## src/rtl/regfile_wb_arbiter_pkg.sv

```systemverilog
// Shared defaults and types for the register-file write-port arbiter.
// Default widths/depths fall back here when the project constants are not already defined.
`ifndef WORD_WIDTH
`define WORD_WIDTH 32
`endif
`ifndef REG_ADDR_WIDTH
`define REG_ADDR_WIDTH 5
`endif
`ifndef WB_FIFO_DEPTH
`define WB_FIFO_DEPTH 4
`endif
`ifndef WB_STARVE_LIMIT
`define WB_STARVE_LIMIT 8
`endif

package regfile_wb_arbiter_pkg;

    typedef enum logic [1:0] {
        SRC_NONE,
        SRC_PIPE,
        SRC_FIFO,
        SRC_BYPASS
    } wb_src_t;

    // Occupancy counter must represent 0..depth inclusive.
    function automatic int cnt_width(input int depth);
        return $clog2(depth) + 1;
    endfunction

endpackage

```

## src/rtl/wb_fifo.sv

```systemverilog
// Synchronous FIFO buffering multi-cycle results ({addr,data}) for the write port.
// Push on full and pop on empty are ignored.
module wb_fifo
    import regfile_wb_arbiter_pkg::*;
#(
    parameter int WIDTH = 37,
    parameter int DEPTH = 4,
    localparam int CW   = cnt_width(DEPTH),
    localparam int PW   = $clog2(DEPTH)
) (
    input  logic             clk,
    input  logic             rst_n,
    input  logic             push,
    input  logic             pop,
    input  logic [WIDTH-1:0] din,
    output logic [WIDTH-1:0] dout,
    output logic [CW-1:0]    count,
    output logic             full,
    output logic             empty
);

    logic [DEPTH-1:0][WIDTH-1:0] mem;
    logic [PW-1:0]               rd_ptr, wr_ptr;
    logic                        do_push, do_pop;

    assign full    = (count == CW'(DEPTH));
    assign empty   = (count == '0);
    assign do_push = push && !full;
    assign do_pop  = pop && !empty;
    assign dout    = mem[rd_ptr];

    // Storage needs no reset: pointers and count define what is valid.
    always_ff @(posedge clk) begin
        if (do_push) mem[wr_ptr] <= din;
    end

    always_ff @(posedge clk or negedge rst_n) begin
        if (!rst_n) begin
            rd_ptr <= '0;
            wr_ptr <= '0;
            count  <= '0;
        end else begin
            if (do_push) wr_ptr <= wr_ptr + 1'b1;
            if (do_pop)  rd_ptr <= rd_ptr + 1'b1;
            count <= count + CW'(do_push) - CW'(do_pop);
        end
    end

endmodule

```

## src/rtl/regfile_wb_arbiter.sv

```systemverilog
// Shares the register file's single write port between the pipeline writeback (priority)
// and buffered multi-cycle results. Define WB_BYPASS_EN for zero-latency writes when idle.
module regfile_wb_arbiter
    import regfile_wb_arbiter_pkg::*;
#(
    parameter int WORD_WIDTH   = `WORD_WIDTH,
    parameter int ADDR_WIDTH   = `REG_ADDR_WIDTH,
    parameter int FIFO_DEPTH   = `WB_FIFO_DEPTH,
    parameter int STARVE_LIMIT = `WB_STARVE_LIMIT,
    localparam int CW          = cnt_width(FIFO_DEPTH)
) (
    input  logic                  clk,
    input  logic                  rst_n,
    input  logic                  pipe_valid,
    input  logic [ADDR_WIDTH-1:0] pipe_addr,
    input  logic [WORD_WIDTH-1:0] pipe_data,
    input  logic                  mc_valid,
    output logic                  mc_ready,
    input  logic [ADDR_WIDTH-1:0] mc_addr,
    input  logic [WORD_WIDTH-1:0] mc_data,
    output logic                  rf_w_en,
    output logic [ADDR_WIDTH-1:0] rf_wa3,
    output logic [WORD_WIDTH-1:0] rf_wd3,
    output logic                  pipe_stall_req,
    output logic [CW-1:0]         fifo_count
);

    localparam int EW = ADDR_WIDTH + WORD_WIDTH;
    localparam int SW = $clog2(STARVE_LIMIT + 1);

    logic [EW-1:0] head;
    logic          full, empty, push, pop, pipe_win, bypass;
    logic [SW-1:0] starve_cnt, starve_nxt;
    wb_src_t       src;

    // Writes to x0 are discarded, so such a pipe slot is free for the FIFO.
    assign pipe_win = pipe_valid && (pipe_addr != '0);
    assign mc_ready = rst_n && !full;

`ifdef WB_BYPASS_EN
    assign bypass = !pipe_win && empty && mc_valid && (mc_addr != '0);
`else
    assign bypass = 1'b0;
`endif

    assign pop  = !pipe_win && !empty;
    assign push = mc_valid && mc_ready && (mc_addr != '0) && !bypass;

    wb_fifo #(.WIDTH(EW), .DEPTH(FIFO_DEPTH)) u_fifo (
        .clk   (clk),
        .rst_n (rst_n),
        .push  (push),
        .pop   (pop),
        .din   ({mc_addr, mc_data}),
        .dout  (head),
        .count (fifo_count),
        .full  (full),
        .empty (empty)
    );

    always_comb begin
        src = SRC_NONE;
        if (!rst_n)        src = SRC_NONE;
        else if (pipe_win) src = SRC_PIPE;
        else if (!empty)   src = SRC_FIFO;
        else if (bypass)   src = SRC_BYPASS;

        rf_w_en = 1'b0;
        rf_wa3  = '0;
        rf_wd3  = '0;
        case (src)
            SRC_PIPE:   begin rf_w_en = 1'b1; rf_wa3 = pipe_addr;             rf_wd3 = pipe_data;             end
            SRC_FIFO:   begin rf_w_en = 1'b1; rf_wa3 = head[EW-1:WORD_WIDTH]; rf_wd3 = head[WORD_WIDTH-1:0]; end
            SRC_BYPASS: begin rf_w_en = 1'b1; rf_wa3 = mc_addr;               rf_wd3 = mc_data;               end
            default:    ;
        endcase
    end

    always_comb begin
        starve_nxt = starve_cnt;
        if (empty || pop)                      starve_nxt = '0;
        else if (starve_cnt != SW'(STARVE_LIMIT)) starve_nxt = starve_cnt + 1'b1;
    end

    always_ff @(posedge clk or negedge rst_n) begin
        if (!rst_n) begin
            starve_cnt     <= '0;
            pipe_stall_req <= 1'b0;
        end else begin
            starve_cnt     <= starve_nxt;
            pipe_stall_req <= (starve_nxt == SW'(STARVE_LIMIT));
        end
    end

endmodule

```

## config.mk

```make
export PLATFORM = sky130hd
export DESIGN_NAME = regfile_wb_arbiter
export DESIGN_NICKNAME = d
export VERILOG_FILES = /design/src/rtl/regfile_wb_arbiter_pkg.sv /design/src/rtl/wb_fifo.sv /design/src/rtl/regfile_wb_arbiter.sv
export SDC_FILE = /design/constraint.sdc
export NUM_CORES = 1
export LEC_CHECK = 0
export ABC_AREA = 1
export BUFFER_PORTS_ARGS = -buffer_cell sky130_fd_sc_hd__buf_2
export CAP_MARGIN = 20
export CORE_MARGIN = 2
export CORE_UTILIZATION = 40
export DETAILED_ROUTE_END_ITERATION = 8
export PLACE_DENSITY = 0.63
export SYNTH_ARGS = -nofsm -noshare
export SYNTH_HDL_FRONTEND = slang
export SYNTH_SLANG_ARGS = --single-unit
```

## constraint.sdc

```tcl
create_clock -name clk -period 3.75 [get_ports clk]
set_input_delay 0.75 -clock clk [delete_from_list [all_inputs] [get_ports clk]]
set_output_delay 0.75 -clock clk [all_outputs]
set_load 0.05 [all_outputs]
```

* Yosys cells after proc, flatten, opt, wreduce, memory -nomap -nowiden
Index checks and enable logic that the tools add are counted.
Storage, ports and cells: input bits 78, word-level logic and storage cells 52, output and inout port bits 43, register bits after elaboration 160
Operators by class: $add $sub $neg 5, $lt $le $gt $ge 3, reductions and logical operators 16, equality and inequality tests 6, multiplexer cells 13
Operators by type and width (count):
- 148-bit bitwise mux | 1
- 32-bit one-hot mux with 3 select lines | 1
- 37-bit binary-select mux with 2-bit select | 1
- 37-bit demux with 2-bit select | 1
- 37-bit 2-to-1 mux | 2
- 5-bit one-hot mux with 3 select lines | 1
- 5-bit nonzero test | 2
- 1-bit logical AND | 8
- 4-bit 2-to-1 mux | 2
- 2-bit by 3-bit < comparator with 1-bit output (second input constant) | 2
- 2-bit 2-to-1 mux | 3
- 2-bit by 1-bit adder with 2-bit output (second input constant) | 2
- 4-bit by 1-bit adder with 4-bit output (second input constant) | 1
- 2-bit equality test (second input constant) | 2
- 4-bit equality test (second input constant) | 1
- 4-bit inequality test (second input constant) | 1
- 3-bit by 1-bit adder with 3-bit output | 1
- 3-bit equality test (second input constant) | 1
- 1-bit logical NOT | 3
- 3-bit logical NOT | 1
- 3-bit OR reduction | 1
- 3-bit by 1-bit subtractor with 3-bit output | 1
- 2-bit by 1-bit equality test with 1-bit output (second input constant) | 1
- 2-bit by 1-bit greater-or-equal comparator with 1-bit output (second input constant) | 1
- 2 further kinds | 2

* Depth between registers and ports, before layout
Gate-level depths: netlist (run 1).
word-level depth 8, depth in mapped cells 11, mapped depth without buffers 10

* Cells and area by module
From an unflattened synthesis (run 1), not the netlist that was laid out.
Second synthesis, totals: cell total of the unflattened synthesis 705, area total of the unflattened synthesis 7225.7 sq um
By module, submodules not included:
- wb_fifo | cells an instance 529, times used 1, area each 6254.7 sq um, sequential area each 4619.4 sq um
- regfile_wb_arbiter | cells an instance 176, times used 1, area each 970.9 sq um, sequential area each 125.1 sq um

* Least setup slack after synthesis (run 1)
OpenSTA, ideal clock, no wires.
path kind input -> register, from in rst_n, to reg u_fifo.mem[0] in the netlist's numbering, enable pin, stages 4, setup time 0.431 ns, path slack -0.212 ns, data required time 3.319 ns, path buffers 0, data arrival time 3.530 ns, cells stage by stage inv_2 > a21oi_1 > nand3_2 > nor2_1
Between the ends: cells in the longest elaborated chain, start to end 4
Ends and longest elaborated chain:
- start, declared | RTL line regfile_wb_arbiter.sv:13 | input logic rst_n,
- 1-bit logical AND | RTL line regfile_wb_arbiter.sv:38 | assign mc_ready = rst_n && !full;
- named net mc_ready | RTL line regfile_wb_arbiter.sv:18 | output logic mc_ready,
- 1-bit logical AND (2 in series) | RTL line regfile_wb_arbiter.sv:47 | assign push = mc_valid && mc_ready && (mc_addr != '0) && !bypass;
- 1-bit logical AND | RTL line wb_fifo.sv:28 | assign do_push = push && !full;
- end signal, assigned by index | RTL line wb_fifo.sv:34 | if (do_push) mem[wr_ptr] <= din;
- end, declared | RTL line wb_fifo.sv:22 | logic [DEPTH-1:0][WIDTH-1:0] mem;
The timed path passes the listed nets, and every way through them passes these cells. A chain may end at the register's enable or synchronous reset.

* Worst setup path after layout (run 1)
from in pipe_addr[3], to out rf_wd3[16]
Between the ends: cells in the longest elaborated chain, start to end 6, elaborated cells on any way between the ends 8, classes of those cells eq/ne: 3; mux: 3; reduce/logical: 2
Ends and longest elaborated chain:
- start, declared | RTL line regfile_wb_arbiter.sv:15 | input logic [ADDR_WIDTH-1:0] pipe_addr,
- 5-bit nonzero test * | RTL line regfile_wb_arbiter.sv:37 | assign pipe_win = pipe_valid && (pipe_addr != '0);
- 1-bit logical AND * | RTL line regfile_wb_arbiter.sv:37
- 2-bit 2-to-1 mux * | RTL line regfile_wb_arbiter.sv:64 | else if (pipe_win) src = SRC_PIPE;
- 2-bit 2-to-1 mux * | RTL line regfile_wb_arbiter.sv:63 | if (!rst_n) src = SRC_NONE;
- 2-bit equality test / 2-bit by 1-bit equality test with 1-bit output (equally long branches) | RTL line regfile_wb_arbiter.sv:71 | case (src)
- 32-bit one-hot mux with 3 select lines * | RTL line regfile_wb_arbiter.sv:71
- end, declared | RTL line regfile_wb_arbiter.sv:23 | output logic [WORD_WIDTH-1:0] rf_wd3,
Mark *: on every way between the ends. The rest lies on a longest branch, timed or not.

==> summary.txt, run 1 <==
Yosys
  • Netlist cell types: 25
  • Area leader, netlist: edfxtp_1
  • Seq cells post-synth: 160
  • Syn Inst Count: 798
  • Register area share after synthesis: 62.6%
  • Mapped cell area: 0.00758 mm^2
  • Synth top area share: 58.6%
  • Warnings, synthesis: 0
  • Syn nets: 885
  • Mapped Avg Cell Area: 9.50 um^2
  • Area contributors post-synth: edfxtp_1 59%, nand2_1 14%, inv_1 8.2%, nand3_1 5.1%, dfrtp_1 4.0%

Pwr
  • Peak supply drop: 0.355 mV
  • P_leak: 4.36 nW
  • PwrDens: 689 mW/mm^2
  • Total Power: 6.19 mW

Global route
  • Grt total ovfl: 0
  • Total GRT Usage: 17.3%
  • Largest net degree at the start of global routing: 77
  • First-pass GRT wire length: 25.9 mm
  • Initial antenna violation count: 0
  • Vias in the first global route: 5015

STA
  • Setup_tns: 0 ps
  • RSZ-0062 raised after global routing: no
  • Smallest hold slack: 456 ps
  • Setup violations, final: 0
  • Final Hold Vio Count: 0
  • Max Slew Vio Count: 0
  • Measured slew at the worst slew-check pin: 951 ps
  • Final Cycle Share: 81.8%
  • Fin crit period: 3070 ps
  • Final setup skew: 11.5 ps
  • Fmax: 326 MHz
  • Rel. slew slack: 36.5%

Clock network
  • Maximum root-to-sink buffer count: 2
  • CTS clock-pin slew for the worst setup and hold paths: 60 ps
  • Post-CTS setup buffer count: 0
  • TritonCTS Buffers: 17
  • CTS tree: yes
  • CTS H-tree lvls: 4
  • CTS Sinks: 160
  • CTS resizes: 0
  • CTS hold repair buffers: 0
  • Clock Latency Late Sink: 420 ps
  • Clock root cell: clkbuf_16

Critical path
  • Reg2Reg Launch Point: u_fifo.count[2]
  • Reg2reg end: u_fifo.count[2]
  • Biggest cell delay along the critical path: 730 ps
  • R2R cell count: 9
  • Crit path kind: in2out
  • Worst reg-to-reg setup slack: 1170 ps
  • Cell chain of the critical path: buf_2, nor2_1, nand3_2, nand2_2, nor2_4, nand2_1, nand2_1, buf_2
  • Worst EP required: 3000 ps
  • Crit path max fanout: 37
  • Critical path endpoint category: output pin
  • Arrival time worst endpoint: 2320 ps
  • Worst Setup Start Kind: primary input
  • Slowest cell on crit path: nor2_4

Worst hold path
  • Hold Path Class: in2async

Layout
  • # fillers: 1697
  • Sequential cell area: 0.00475 mm^2
  • ANT cells: 0
  • Multi-input gate area: 0.00198 mm^2
  • Layout cell share with drive strength beyond 1: 19.4%
  • Post-Layout Cell Count: 1155
  • Area growth syn-to-layout: 18.6%
  • Final nets: 995

Die
  • Core ar.: 0.0186 mm^2
  • Row count: 50
  • Die height: 142 um
  • Die area: 0.0201 mm^2
  • Starting Density: 40.7%
  • Die X: 142 um
  • I/O Pins: 121

Detailed routing
  • DR iter-0 viols: 314
  • Drt total wl: 16.6 mm
  • Via Count: 5360
  • DRC: 0
  • Avg Vias per Cell: 4.64
  • Routed Antenna Nets: 0
  • Initial DRT Pass Iterations: 4
  • Routed WL per cell: 14.4 um

Place
  • Gp weighted congestion: 0.726
  • Post-Place Cells: 1123
  • Port Buffer Count: 120
  • Detail Placement HPWL: 9.59 mm

Outcome
  • Status: finished, final reports clean

Run
  • # Max-Cap Violations: 0
==> placed cells by master (no fill, tap or decap), drive strengths merged, types with 3 or more instances in the layout <==
cell,netlist,final
dfrtp,12,12
edfxtp,148,148
nor2,16,16
clkbuf,3,20
ha,8,8
a21oi,3,3
xor2,3,3
clkinv,0,4
bufinv,0,3
inv,171,173
nand3,79,79
nand2,275,275
clkinvlp,0,3
buf,36,130
nand4,37,37
==> sequential cells by signal (all words and copies together) (netlist names) <==
| register | cells |
|---|---|
| pipe_stall_req | 1 |
| starve_cnt | 4 |
| u_fifo.count | 3 |
| u_fifo.mem | 148 |
| u_fifo.rd_ptr | 2 |
| u_fifo.wr_ptr | 2 |
==> cell type report <==
cell class	instances	area share, %
clock inverter	12	1.75
tap	234	3.26
clock buffer	20	5.08
multi-input combinational	428	22.0
timing repair buffer	130	7.96
inverter	171	7.14
sequential	160	52.8
==> routing by layer <==
metal  vias up  wire length, um  track usage [%]
li1       2742                -                -
met1      2435             7000             20.6
met2       163             8210             30.1
met4         0              295             6.84
met3        20             1090             4.25
met5         -                0                0
==> synth_stat cells <==
cell type  instances
a21oi_1            3
buf_1              5
buf_2             20
buf_4              2
buf_6              9
clkbuf_1           3
dfrtp_1           12
edfxtp_1         148
fa_1               1
ha_1               8
inv_1            166
inv_2              5
nand2_1          273
nand2_2            2
nand3_1           77
nand3_2            2
nand3b_1           1
nand4_1           37
nor2_1            15
nor2_4             1
nor3_2             1
o21ai_1            1
or2_2              1
xnor2_1            2
xor2_1             3
==> critical path, delay by kind of cell <==
kind          cells  cell delay, ps
buf+inv           2             380
simple gates      6            1170
==> power breakdown <==
part | internal (mW) | switching [mW]
clock network | 1.09 | 0.682
logic | 0.587 | 1.59
registers | 2.17 | 0.0751
==> logic make-up after synthesis <==
logic type / synth area share, %
AO/OA/AOI/OAI: 0.264
adder cells (fa/ha/maj): 1.58
buffers and inverters: 11.7
AND/OR/NAND/NOR: 23.3
flip-flops: 62.6
XOR/XNOR: 0.578
==> through the flow <==
stage	utilization, %	instance area [um^2]	setup slack [ps]
finish	48.2	8990	684
global route	48.2	8990	425
CTS	48.2	8990	627
detailed placement	44.9	8380	627
global placement	44.9	8380	691
floorplan	-	7580	-212
==> worst max path at each step <==
| stage | from | to | slack [ps] | cells after the start |
|---|---|---|---|---|
| 2_1_floorplan | rst_n | u_fifo.mem[0] | -210 | 4 |
| 3_3_place_gp | pipe_addr[3] | rf_wa3[4] | 690 | 8 |
| 3_5_place_dp | pipe_addr[3] | rf_wa3[1] | 630 | 8 |
| 4_1_cts | pipe_addr[3] | rf_wa3[1] | 630 | 8 |
| 5_1_grt | pipe_addr[2] | rf_wa3[1] | 420 | 8 |
| 6_report | pipe_addr[3] | rf_wd3[16] | 680 | 8 |
Power figures use the tool's default switching activity.
==> run 2, diff against run 1 <==
--- a/config.mk
+++ b/config.mk
@@ -11,7 +11,7 @@
 export CORE_MARGIN = 2
 export CORE_UTILIZATION = 40
 export DETAILED_ROUTE_END_ITERATION = 8
-export PLACE_DENSITY = 0.63
+export PLACE_DENSITY = 0.65
 export SYNTH_ARGS = -nofsm -noshare
 export SYNTH_HDL_FRONTEND = slang
 export SYNTH_SLANG_ARGS = --single-unit
==> constraint.sdc (replaced) <==
create_clock -name clk -period 2.6 [get_ports clk]
set_input_delay 0.52 -clock clk [delete_from_list [all_inputs] [get_ports clk]]
set_output_delay 0.52 -clock clk [all_outputs]
set_load 0.05 [all_outputs]
==> run 2 against run 1 <==
Register-to-register slack worse by 660 ps. Hold slack got worse by 400 ps. Cell count is 1.6% higher. Global-route usage is 0.19 points higher. Sequential share of layout area down 0.82 points. Sequential cell count stayed put. Critical path type is now reg2out. Count of clock-buffer cells in the layout is 1 lower. Critical path depth fell by 2.
==> summary.txt, run 2 (synthesis gave the netlist of run 1 again) <==
STA
  • Fin crit period: 2470 ps
  • Smallest hold slack: 56.2 ps
  • Setup_tns: 0 ps
  • Final WS setup: 126 ps
  • Fmax: 404 MHz
  • Final Hold Vio Count: 0
  • RSZ-0062 raised after global routing: no
  • Measured slew at the worst slew-check pin: 555 ps
  • Rel. slew slack: 63.0%
  • Max Slew Vio Count: 0
  • Final setup skew: 9.45 ps
  • Final Cycle Share: 95.2%
  • Setup violations, final: 0

Place
  • Gp weighted congestion: 0.742
  • Port Buffer Count: 120
  • Detail Placement HPWL: 10.9 mm
  • Area after DPL: 0.00855 mm^2
  • Pre-CTS setup slack: 166 ps

Pwr
  • Total Power: 9.00 mW
  • PwrDens: 986 mW/mm^2
  • P_leak: 4.43 nW
  • Peak supply drop: 0.551 mV

Layout
  • Fin area: 0.00913 mm^2
  • # fillers: 1725
  • Layout cell share with drive strength beyond 1: 20.6%
  • Max FFs per register: 148
  • Final nets: 1011
  • Commonest non-fill, non-tap cell in the layout: nand2_1
  • Reg with most FFs: u_fifo.mem
  • Multi-input gate area: 0.00199 mm^2
  • Area growth syn-to-layout: 20.4%
  • Most frequent cells in the layout: 273 x nand2_1, 166 x inv_1, 148 x edfxtp_1
  • Largest registers: u_fifo.mem x148, starve_cnt x4, u_fifo.count x3
  • Sequential cell area: 0.00475 mm^2

Detailed routing
  • DRC: 0
  • Top layer in use: met4
  • Initial DRT Pass Iterations: 5
  • Routed WL per cell: 14.6 um
  • Via Count: 5486
  • DR iter-0 viols: 331
  • Routed Antenna Nets: 0
  • Met3 WL: 814 um
  • Metal2 WL: 8.59 mm
  • Avg Vias per Cell: 4.68
  • Drt total wl: 17.2 mm
  • Met1 wire length: 7.46 mm

Run
  • # Max-Cap Violations: 0

Clock network
  • CTS tree: yes
  • CTS H-tree lvls: 4
  • CTS clock-pin slew for the worst setup and hold paths: 60 ps
  • CTS Sinks: 160
  • Clock Latency Late Sink: 420 ps
  • Clock root cell: clkbuf_16
  • Maximum root-to-sink buffer count: 2
  • TritonCTS Buffers: 17

Die
  • Core ar.: 0.0186 mm^2
  • Die area: 0.0201 mm^2
  • Die height: 142 um
  • Die X: 142 um
  • Row count: 50
  • I/O Pins: 121
  • Starting Density: 40.7%

Critical path
  • Worst EP required: 2080 ps
  • Crit path max fanout: 39
  • Arrival time worst endpoint: 1950 ps
  • Crit path kind: reg2out
  • Worst Setup Start Kind: register
  • Cell chain of the critical path: buf_4, nand3_1, nand2_1, nand4_1, nand2_1, buf_2
  • Biggest cell delay along the critical path: 460 ps
  • Slowest cell on crit path: buf_4
  • Cell mode on critical path: nand2_1
  • Critical path endpoint category: output pin

Worst hold path
  • Hold Path Class: in2async

Global route
  • Largest net degree at the start of global routing: 53
  • First-pass GRT wire length: 26.3 mm
  • Total GRT Usage: 17.5%
  • Grt total ovfl: 0
  • Vias in the first global route: 5179
  • Initial antenna violation count: 1

Outcome
  • Status: finished, final reports clean
run 2: cell types whose count changed in the layout (fill, tap and decap cells not counted), moves of 2 or more:
cell	change
buf_12	+3
clkinv_1	+2
buf_6	+2
diode_2	+2
buf_4	+11
clkbuf_8	-2
clkinv_4	+2
run 2: layout make-up:
| class | count | area share (%) |
|---|---|---|
| diodes | 2 | 0.0548 |
| clock buffers | 19 | 4.74 |
| clock inverters | 13 | 1.52 |
| inverters | 171 | 7.06 |
| multi-input cells | 428 | 21.8 |
| flip-flops and latches | 160 | 52.0 |
| well taps | 234 | 3.21 |
| repair buffers | 146 | 9.65 |
run 2: per-layer routing:
| metal | up-vias | track usage, % |
|---|---|---|
| li1 | 2777 | - |
| met5 | - | 0 |
| met4 | 0 | 6.53 |
| met3 | 23 | 3.54 |
| met2 | 133 | 31.1 |
| met1 | 2553 | 20.9 |
run 2: report_power, final:
group          switching (mW)  internal [mW]
sequential              0.121           3.13
combinational            2.37          0.983
clock                   0.983           1.41
total                    3.48           5.52
run 2: path summary, 6_finish.rpt:
| path | slack [ps] | cells past startpoint | startpoint | to |
|---|---|---|---|---|
| max in group asynchronous | 2140 | 2 | rst_n | starve_cnt[2] |
| worst max-delay path | 130 | 6 | u_fifo.rd_ptr[1] | rf_wa3[0] |
| worst min register to register | 550 | 2 | u_fifo.wr_ptr[0] | u_fifo.wr_ptr[0] |
| min in group clk | 310 | 1 | mc_data[5] | u_fifo.mem[5] |
| worst max register to register | 510 | 9 | u_fifo.count[2] | u_fifo.count[2] |
| worst min-delay path | 60 | 2 | rst_n | u_fifo.count[1] |
run 2: timing repair:
| action | in CTS | in global routing |
|---|---|---|
| buffers inserted | 0 | 0 |
| hold buffers | 0 | 0 |
| endpoints found under the hold margin | 0 | 0 |
| gates resized for setup | 0 | 4 |
| endpoints found under the setup margin | 0 | 11 |
run 2: metrics by stage:
| step | utilization [%] | std cells |
|---|---|---|
| global placement | 45.8 | 1139 |
| CTS | 48.9 | 1171 |
| global route | 49.0 | 1171 |
| detailed placement | 45.8 | 1139 |
| finish | 49.0 | 1173 |
| floorplan | - | 798 |
run 2: worst max-delay path: cells and delay by family, from the launching register on:
family | cells | cell delay (ps)
buf+inv | 2 | 710
simple gates | 4 | 440
flops | 1 | 360
==> run 3, diff against run 2 <==
--- a/config.mk
+++ b/config.mk
@@ -8,6 +8,7 @@
 export ABC_AREA = 1
 export BUFFER_PORTS_ARGS = -buffer_cell sky130_fd_sc_hd__buf_2
 export CAP_MARGIN = 20
+export CORE_ASPECT_RATIO = 1.75
 export CORE_MARGIN = 2
 export CORE_UTILIZATION = 40
 export DETAILED_ROUTE_END_ITERATION = 8
==> constraint.sdc (replaced) <==
create_clock -name clk -period 2.6 [get_ports clk]
set_input_delay 0.13 -clock clk [delete_from_list [all_inputs] [get_ports clk]]
set_output_delay 0.13 -clock clk [all_outputs]
set_load 0.05 [all_outputs]
==> run 3 against run 2 <==
Wire length shrank 1.7%. Clock power grew 12%. Clock skew shrank 3.7 ps. Hold slack gained 42 ps. Register-to-register slack is essentially flat. Largest power group is now sequential cells.
==> summary.txt, run 3 (synthesis gave the netlist of run 1 again) <==
Outcome
  • Status: finished, final reports clean

STA
  • Fmax: 436 MHz
  • Measured slew at the worst slew-check pin: 930 ps
  • Fin crit period: 2300 ps
  • Final setup skew: 5.73 ps
  • Rel. slew slack: 37.9%
  • Final Cycle Share: 88.3%
  • Final Hold Vio Count: 0
  • Final WS setup: 304 ps
  • RSZ-0062 raised after global routing: no
  • Setup_tns: 0 ps
  • Setup violations, final: 0
  • Max Slew Vio Count: 0

Critical path
  • Crit path kind: in2out
  • Arrival time worst endpoint: 2170 ps
  • Worst Setup Start Kind: primary input
  • Worst EP required: 2470 ps
  • Crit path max fanout: 37
  • Worst reg-to-reg setup slack: 520 ps
  • Critical path endpoint category: output pin
  • Reg2reg end: u_fifo.count[2]
  • Reg2Reg Launch Point: u_fifo.count[2]
  • R2R cell count: 9

Die
  • I/O Pins: 121
  • Starting Density: 40.8%
  • Die area: 0.0201 mm^2
  • Die height: 186 um
  • Row count: 66
  • Die X: 108 um
  • Core ar.: 0.0186 mm^2

Detailed routing
  • Routed WL per cell: 14.1 um
  • Routed Antenna Nets: 0
  • Avg Vias per Cell: 4.67
  • Via Count: 5608
  • Drt total wl: 16.9 mm
  • DRC: 0
  • Initial DRT Pass Iterations: 5
  • DR iter-0 viols: 257

Worst hold path
  • HP Start: pipe_valid
  • Hold Path Class: in2reg
  • Hold path cells: 3
  • Hold Crit Endpoint: starve_cnt[0]

Global route
  • Total GRT Usage: 17.6%
  • Grt total ovfl: 0
  • Largest net degree at the start of global routing: 75
  • Vias in the first global route: 5471
  • Initial antenna violation count: 0
  • First-pass GRT wire length: 26.4 mm

Run
  • # Max-Cap Violations: 0

Pwr
  • PwrDens: 970 mW/mm^2
  • Total Power: 9.24 mW
  • Peak supply drop: 0.580 mV
  • P_leak: 4.57 nW

Place
  • Port Buffer Count: 120
  • Area after DPL: 0.00850 mm^2
  • Detail Placement HPWL: 10.1 mm
  • Pre-CTS setup slack: 529 ps
  • Gp weighted congestion: 0.781

Layout
  • Area growth syn-to-layout: 25.5%
  • Reg with most FFs: u_fifo.mem
  • Final core occ: 51.2%
  • Largest registers: u_fifo.mem x148, starve_cnt x4, u_fifo.count x3
  • Most frequent cells in the layout: 273 x nand2_1, 166 x inv_1, 148 x edfxtp_1
  • # fillers: 1666
  • ANT cells: 0
  • Final nets: 1036
  • Layout cell share with drive strength beyond 1: 18.7%
  • Max FFs per register: 148
  • Commonest non-fill, non-tap cell in the layout: nand2_1
  • Fin area: 0.00952 mm^2

Clock network
  • TritonCTS Buffers: 17
  • CTS Sinks: 160
  • Clock Latency Late Sink: 420 ps
  • CTS clock-pin slew for the worst setup and hold paths: 60 ps
  • Clock root cell: clkbuf_16
  • CTS resizes: 0
  • CTS H-tree lvls: 4
  • CTS tree: yes
  • Maximum root-to-sink buffer count: 2
## run 3: worst max-delay path by stage
stage / from / endpoint / slack [ps] / cells after the start
after CTS: rst_n / rf_wa3[2] / 220 / 7
after floorplan: u_fifo.count[1] / u_fifo.mem[0] / 20 / 4
after global placement: u_fifo.count[2] / u_fifo.count[2] / 570 / 9
after detailed placement: u_fifo.count[2] / u_fifo.count[2] / 530 / 9
after global routing: rst_n / rf_wa3[2] / 130 / 7
final: rst_n / rf_wa3[2] / 300 / 7
## run 3: final cells by class
class / instances / area, um^2 / share of cell area, %
flip-flops and latches: 160 / 4750 / 49.9
multi-input cells: 428 / 1990 / 20.9
repair buffers: 171 / 1200 / 12.6
inverters: 171 / 642 / 6.74
clock buffers: 18 / 429 / 4.51
well taps: 238 / 298 / 3.13
clock inverters: 14 / 211 / 2.22
## run 3: critical path, cell delays in order
cell and delay, ps:
dlygate4sd3_1 520, buf_2 120, inv_2 60, nor2_4 730
nand2_1 200, nand2_1 230, buf_12 160
## run 3: report_power, final
part           leakage (nW)  switching [mW]  internal, mW
clock                 0.304           0.966          1.70
sequential             1.49           0.162          3.13
combinational          2.77            2.30         0.971
total                  4.57            3.43          5.80
## run 3: metrics by stage
stage,std cells,hold slack (ps)
after detailed placement,1130,292
after global routing,1200,104
after floorplan,798,-166
after global placement,1130,292
after CTS,1200,100
final,1200,98.3
## run 3: routing by layer
layer | vias up | share of wire, % | wire length [um] | GRT usage [%]
met5 | - | 0 | 0 | 0
met4 | 0 | 2.7 | 463 | 7.59
met3 | 28 | 4.7 | 786 | 3.66
met2 | 149 | 53 | 9010 | 32.0
met1 | 2606 | 39 | 6620 | 19.8
li1 | 2825 | - | - | -
## run 3: repair_timing
action / CTS / global route
buffers inserted: 0 / 0
hold endpoints to repair: 160 / 0
hold buffers: 38 / 0
